--- src/rtl/vga_raster_gen.sv ---
// vga_raster_gen: raster timing generator (pixel coordinates, active-video
// enable, sync pulses, line/frame pulses) with a run/stop controller that
// only starts at a frame origin and only stops at a frame boundary.
// Optional build macro VGA_RASTER_FRAME_CNT_EN adds an 8-bit frame counter.
//
// state    | meaning
// ---------+-------------------------------------------------------------
// IDLE     | counters parked at (0,0), outputs quiet, waiting for run
// RUN      | scanning frames, run still requested
// STOPPING | run dropped, finishing the current frame before going idle

module vga_raster_gen #(
    parameter int   H_ACTIVE = 800,
    parameter int   H_FP     = 40,
    parameter int   H_SYNC   = 128,
    parameter int   H_BP     = 88,
    parameter int   V_ACTIVE = 600,
    parameter int   V_FP     = 1,
    parameter int   V_SYNC   = 4,
    parameter int   V_BP     = 23,
    parameter logic SYNC_POL = 1'b1
) (
    input  logic        clk,
    input  logic        reset,
    input  logic        run,
    output logic [10:0] gr_x,
    output logic [9:0]  gr_y,
    output logic        enable,
    output logic        hsync,
    output logic        vsync,
    output logic        line_start,
    output logic        frame_start,
    output logic        busy
`ifdef VGA_RASTER_FRAME_CNT_EN
    ,
    output logic [7:0]  frame_cnt
`endif
);

    localparam int H_TOTAL = H_ACTIVE + H_FP + H_SYNC + H_BP;
    localparam int V_TOTAL = V_ACTIVE + V_FP + V_SYNC + V_BP;

    localparam logic [10:0] H_LAST   = 11'(H_TOTAL - 1);
    localparam logic [10:0] H_ACT    = 11'(H_ACTIVE);
    localparam logic [10:0] H_SYNC_S = 11'(H_ACTIVE + H_FP);
    localparam logic [10:0] H_SYNC_E = 11'(H_ACTIVE + H_FP + H_SYNC);
    localparam logic [9:0]  V_LAST   = 10'(V_TOTAL - 1);
    localparam logic [9:0]  V_ACT    = 10'(V_ACTIVE);
    localparam logic [9:0]  V_SYNC_S = 10'(V_ACTIVE + V_FP);
    localparam logic [9:0]  V_SYNC_E = 10'(V_ACTIVE + V_FP + V_SYNC);

    typedef enum logic [1:0] {
        IDLE     = 2'd0,
        RUN      = 2'd1,
        STOPPING = 2'd2
    } state_t;

    state_t      state;
    logic [10:0] h_cnt;
    logic [9:0]  v_cnt;
    logic        scanning;
    logic        h_last;
    logic        v_last;
    logic        at_origin;

    assign scanning  = (state != IDLE);
    assign h_last    = (h_cnt == H_LAST);
    assign v_last    = (v_cnt == V_LAST);
    assign at_origin = scanning && (h_cnt == 11'd0) && (v_cnt == 10'd0);

    // Run/stop control and the raster counters; the stop only lands on the
    // last pixel of a frame so the counters wrap cleanly back to the origin.
    always_ff @(posedge clk or negedge reset) begin
        if (!reset) begin
            state <= IDLE;
            h_cnt <= '0;
            v_cnt <= '0;
        end else begin
            case (state)
                IDLE: begin
                    h_cnt <= '0;
                    v_cnt <= '0;
                    if (run) state <= RUN;
                end
                RUN, STOPPING: begin
                    if (h_last) begin
                        h_cnt <= '0;
                        v_cnt <= v_last ? 10'd0 : v_cnt + 10'd1;
                    end else begin
                        h_cnt <= h_cnt + 11'd1;
                    end
                    if (run)
                        state <= RUN;
                    else if ((state == STOPPING) && h_last && v_last)
                        state <= IDLE;
                    else
                        state <= STOPPING;
                end
                default: begin
                    state <= IDLE;
                    h_cnt <= '0;
                    v_cnt <= '0;
                end
            endcase
        end
    end

    // Registered outputs, all decoded from the same counter/state snapshot
    // so coordinates, enable, syncs and pulses stay cycle-aligned.
    always_ff @(posedge clk or negedge reset) begin
        if (!reset) begin
            gr_x        <= '0;
            gr_y        <= '0;
            enable      <= 1'b0;
            hsync       <= ~SYNC_POL;
            vsync       <= ~SYNC_POL;
            line_start  <= 1'b0;
            frame_start <= 1'b0;
            busy        <= 1'b0;
        end else begin
            gr_x        <= h_cnt;
            gr_y        <= v_cnt;
            enable      <= scanning && (h_cnt < H_ACT) && (v_cnt < V_ACT);
            hsync       <= (scanning && (h_cnt >= H_SYNC_S) && (h_cnt < H_SYNC_E))
                           ? SYNC_POL : ~SYNC_POL;
            vsync       <= (scanning && (v_cnt >= V_SYNC_S) && (v_cnt < V_SYNC_E))
                           ? SYNC_POL : ~SYNC_POL;
            line_start  <= scanning && (h_cnt == 11'd0) && (v_cnt < V_ACT);
            frame_start <= at_origin;
            busy        <= scanning;
        end
    end

`ifdef VGA_RASTER_FRAME_CNT_EN
    // Frame counter steps together with the registered frame_start pulse.
    always_ff @(posedge clk or negedge reset) begin
        if (!reset)
            frame_cnt <= '0;
        else if (at_origin)
            frame_cnt <= frame_cnt + 8'd1;
    end
`endif

endmodule

--- config.mk ---
export PLATFORM = sky130hd
export DESIGN_NAME = vga_raster_gen
export DESIGN_NICKNAME = d
export VERILOG_FILES = /design/src/rtl/vga_raster_gen.sv
export SDC_FILE = /design/constraint.sdc
export NUM_CORES = 1
export LEC_CHECK = 0
export ABC_AREA = 1
export CAP_MARGIN = 20
export CORE_MARGIN = 2
export CORE_UTILIZATION = 30
export DETAILED_ROUTE_END_ITERATION = 8
export GPL_TIMING_DRIVEN = 0
export HOLD_SLACK_MARGIN = 0.1
export PLACE_DENSITY = 0.46
export SKIP_CTS_REPAIR_TIMING = 1
export SLEW_MARGIN = 20
export SYNTH_ARGS = -nofsm -noshare
export SYNTH_HDL_FRONTEND = slang
export SYNTH_SLANG_ARGS = --single-unit
--- constraint.sdc ---
create_clock -name clk -period 2.5 [get_ports clk]
set_input_delay 0.5 -clock clk [delete_from_list [all_inputs] [get_ports clk]]
set_output_delay 0.5 -clock clk [all_outputs]
set_load 0.02 [all_outputs]
# Yosys cells after proc, flatten, opt, wreduce, memory -nomap -nowiden

Cells that the tools add are included.

Flip-flop bits (word level): 50
Output and inout port bits: 27

Magnitude comparators: 6
Reduce and logical (&&, ||, !) cells: 16
Muxes and demuxes: 11
Equal/unequal tests: 6
$add $sub $neg: 2

Operator list:

| kind                    | number |
|---|---|
| $mux W10                | 3 |
| $lt A11 B10 Y1 const B  | 2 |
| $mux W11                | 2 |
| $lt A10 B10 Y1 const B  | 2 |
| $add A11 B1 Y11 const B | 1 |
| $eq A11 B11 Y1 const B  | 1 |
| $ge A11 B10 Y1 const B  | 1 |
| $logic_and A1 B1 Y1     | 11 |
| $logic_not A11 Y1       | 1 |
| $add A10 B1 Y10 const B | 1 |
| $eq A10 B10 Y1 const B  | 1 |
| $ge A10 B10 Y1 const B  | 1 |
| $logic_not A10 Y1       | 1 |
| $mux W2                 | 3 |
| $ne A2 B2 Y1 const B    | 2 |
| $pmux W2 S2             | 1 |
| $eq A2 B1 Y1 const B    | 1 |
| $eq A2 B2 Y1 const B    | 1 |
| $logic_not A2 Y1        | 1 |
| $mux W1                 | 2 |
| $reduce_bool A2 Y1      | 1 |
| $reduce_or A2 Y1        | 1 |

# Longest topological paths before layout

Depth in word-level cells: 6
Gate-level depth with buffers: 9
Mapped depth without buffers: 8

# Worst setup path after synthesis

No wires, ideal clock.

Path type: reg2reg
Start point: register h_cnt[0]
End point: register v_cnt[2]
Period minus slack after synthesis: 1,420 ps
Path slack: 1,080 ps
Data arrival time: 1,299 ps
Setup time: 121 ps
Path buffers: 1
Stages on the path, launching flop included: 10
Cell sequence: dfrtp_1 > ha_1 > nand4_1 > inv_1 > nand2_4 > nand2_8 > inv_4 > buf_6 > nand2_1 > o21ai_1

Word-level cells in the longest chain between the ends: 2

RTL lines:

| what                          | RTL line | source |
|---|---|---|
| start: declaration            | 59       | `logic [10:0] h_cnt;` |
| start signal: assignment      | 90       | `h_cnt <= h_cnt + 11'd1;` |
| $eq A11 B11 Y1                | 67       | `assign h_last = (h_cnt == H_LAST);` |
| $ne A2 B2 Y1 (no source line) | --       |  |
| end signal: assignment        | 88       | `v_cnt <= v_last ? 10'd0 : v_cnt + 10'd1;` |
| end: declaration              | 60       | `logic [9:0] v_cnt;` |

No other way between the ends.
A chain may end at the register's enable or synchronous reset.

# Final worst setup path

Start point: register gr_x[4]
End point: output gr_x[4]

RTL lines:

| what                     | RTL line | source |
|---|---|---|
| start: declaration       | 26       | `output logic [10:0] gr_x,` |
| start signal: assignment | 121      | `gr_x <= h_cnt;` |

No word-level cell between the ends.

==> tab_implementation.tex <==
\begin{tabular}{lr}
\hline
Metric & Value \\
\hline
\multicolumn{2}{l}{\textbf{Placement}} \\
Number of port buffers & 29 \\
Last weighted congestion value of the routability-driven placer & $\sim$0.83 \\
Cell count after placement & just under 400 \\
Final HPWL from detailed placement & $\sim$3500 um \\
\multicolumn{2}{l}{\textbf{Clock network}} \\
Number of clock buffers inserted by TritonCTS & 5 \\
H-Tree Level Count & 2 \\
Clock Sink Count & 50 \\
TritonCTS clock tree & built \\
Clock latency of the later-clocked register in the worst-skew pair & about 0.3 ns \\
Clock-pin slew on the worst setup and hold paths & $\sim$0.080 ns \\
Maximum clock insertion buffer count & 2 \\
Buffer cell driving the clock tree root & clkbuf\_8 \\
\multicolumn{2}{l}{\textbf{Route}} \\
Avg Vias per Cell & between 4 and 5 \\
Total number of vias & between 1,500 and 2,000 \\
Count of unresolved DRC violations after routing & 0 \\
Number of routed nets with antenna violations & 0 \\
First-pass DRT Iterations & 4 \\
Post-detailed-route wirelength per cell & 12.3 um \\
First-iteration detailed-routing DRC count & roughly 70 \\
Post-detailed-routing wire length & between 4000 and 5000 um \\
\multicolumn{2}{l}{\textbf{Synth}} \\
Synth Flop Type & dfrtp\_1 \\
Synth cell types & 29 \\
Yosys warnings & 0 \\
Share of async-settable or async-resettable flops after synthesis & 1.00 \\
Post-Synthesis Mean Instance Area & 8.70 um2 \\
Post-synthesis instance area & 2300 um2 \\
Synthesized net count & $\sim$280 \\
Cell count after synthesis & 264 \\
Sequential-to-total area share from yosys stat & 0.545 \\
Flops \& latches, synth & 50 \\
Post-synth EDFFs & 0 \\
\multicolumn{2}{l}{\textbf{Critical path}} \\
Capture point of the worst reg-to-reg path & v\_cnt[4] \\
Number of cell instances on the worst register-to-register path & 9 \\
Delay of the slowest cell on the worst path & approximately 0.60 ns \\
Max FO, Critical Path & 1 \\
Worst EP arrival & $\sim$1.2 ns \\
Critical path startpoint category & flip-flop \\
Worst-case register-to-register setup slack & 0.82 ns \\
Count of buffer and inverter cells on the critical path & 1 \\
Family with the most delay on the worst path & buffers and inverters \\
Crit. End Element & primary output \\
Kind of critical path & flip-flop to primary output \\
R2r startpoint & h\_cnt[0] \\
CP Cell Sequence & clkdlybuf4s50\_1 \\
Cell with the biggest individual delay on the critical path & clkdlybuf4s50\_1 \\
Data required time at the worst endpoint & 2.00 ns \\
\multicolumn{2}{l}{\textbf{Layout}} \\
Leading cell type in the layout, fill and taps excluded & nand2\_1 \\
Commonest non-fill, non-tap cells in the layout & nand2\_1 (64), dfrtp\_1 (50), inv\_1 (37) \\
Share of final-layout standard cells stronger than drive strength 1 & 0.0600 \\
Number of antenna repair diodes & 0 \\
Net total in the final layout & approximately 310 \\
Area growth, synth to finish & 21.4\% \\
Post-Layout Cell Count & between 300 and 400 \\
\multicolumn{2}{l}{\textbf{Global routing}} \\
Global-route total usage across every layer & 0.125 \\
Maximum number of pins on one net before global-route repair & around 50 \\
Global route total overflow & 0 \\
Number of antenna violations at the first check in global routing & 0 \\
Vias in the first global route & between 1,500 and 2,000 \\
Global-route wire length before repair & between 8000 and 9000 um \\
\multicolumn{2}{l}{\textbf{Floorplanning}} \\
Core ar. & 7330 um2 \\
Number of cell rows & 31 \\
Die H & between 90 and 100 um \\
Starting utilization of the core area & 0.313 \\
Die W & between 90 and 100 um \\
I/O pins & 30 \\
Total Die Area & around 8400 um2 \\
\multicolumn{2}{l}{\textbf{Timing}} \\
Period Utilization, post-route & 0.693 \\
Slew margin rel. & 0.590 \\
Number of hold violations in the final report & 0 \\
Shortest clock period the worst path allows after layout & approximately 1.7 ns \\
Max Freq & roughly 0.58 GHz \\
Max Slew Vio Count & 0 \\
Slew @ Worst Pin & between 0.6 and 0.7 ns \\
Largest clock skew in the final design & 0.00681 ns \\
Unrepaired setup endpoints after global routing & false \\
Final setup violation count & 0 \\
Final hold slack & just over 0.2 ns \\
\multicolumn{2}{l}{\textbf{Pwr}} \\
Power density of the placed cells & 748 nW/um2 \\
Leakage Power & about 1.3 nW \\
Max IR drop VDD & between 0.0004 and 0.0005 V \\
\multicolumn{2}{l}{\textbf{Run}} \\
Count of max-cap constraint violations & 0 \\
\multicolumn{2}{l}{\textbf{Min path}} \\
Worst hold-check path type & input pin to async pin \\
\multicolumn{2}{l}{\textbf{Outcome}} \\
Result of the run & completed \\
\hline
\end{tabular}
-- routing by layer --
metal	GRT usage	wire, um
met1	0.191	2620
met2	0.176	2070
met3	0.0274	163
met4	0.0379	61
met5	0	0
-- power breakdown --
group / leakage (nW) / total (mW) / internal [mW] / switching (mW)
combinational: 0.611 / 0.695 / 0.245 / 0.450
clock: 0.0373 / 0.450 / 0.192 / 0.257
sequential: 0.685 / 0.941 / 0.886 / 0.0553
total: 1.33 / 2.09 / 1.32 / 0.763
-- cells in the mapped netlist (2+ instances only) --
cell      n  share of area
ha_1      9          0.049
o21ai_1   4         0.0087
nand4_1   7          0.019
inv_1    37          0.060
nor3_1   13          0.028
o21ai_0   5          0.011
nor2_1   32          0.052
nand2_1  64           0.10
dfrtp_1  50           0.54
a21oi_1   7          0.015
nand3_1  17          0.037
nor2_2    2         0.0054
-- worst max-delay path by stage --
| stage | start | to | cells past startpoint |
|---|---|---|---|
| 3_3_place_gp | reset | gr_y[8] | 1 |
| 6_report | gr_x[4] | gr_x[4] | 1 |
| 3_5_place_dp | h_cnt[0] | v_cnt[4] | 9 |
| 2_1_floorplan | h_cnt[0] | v_cnt[2] | 9 |
| 5_1_grt | h_cnt[0] | v_cnt[4] | 9 |
| 4_1_cts | gr_x[4] | gr_x[4] | 1 |
-- registers in the layout, summed over array words and instances, names as in the netlist --
name	flops
v_cnt	10
state	2
h_cnt	11
hsync	1
line_start	1
enable	1
vsync	1
gr_x	11
gr_y	10
frame_start	1
busy	1
-- per-stage QoR --
stage               total power, mW  utilization  TNS [ns]  cell area, um2  setup WS (ns)
floorplan                      1.40            -         0            2300           1.08
global placement               1.67        0.370    -27.96            2710         -0.562
detailed placement             1.67        0.370         0            2710          0.806
CTS                            2.14        0.380         0            2790          0.744
global route                   2.23        0.380         0            2790          0.612
finish                         2.09        0.380         0            2790          0.769
-- kinds of logic (layout without fill, tap and decap cells) --
family / Yosys count / count (layout) / synth area share
and+or+nand+nor: 141 / 141 / 0.275
DFF: 50 / 50 / 0.545
buffers and inverters: 41 / 77 / 0.0719
AOI/OAI and AO/OA: 21 / 21 / 0.0517
adders and majority gates: 9 / 9 / 0.0490
xor gates and xnor gates: 2 / 2 / 0.00763
-- cell type report --
class	instances	area [um2]
fill	760	4540
sequential	50	1250
multi-input combinational	173	881
timing repair buffer	29	288
inverter	39	149
tap	99	124
clock buffer	6	72.6
buffer	2	16.3
clock inverter	1	7.51
Power figures use the tool's default switching activity.
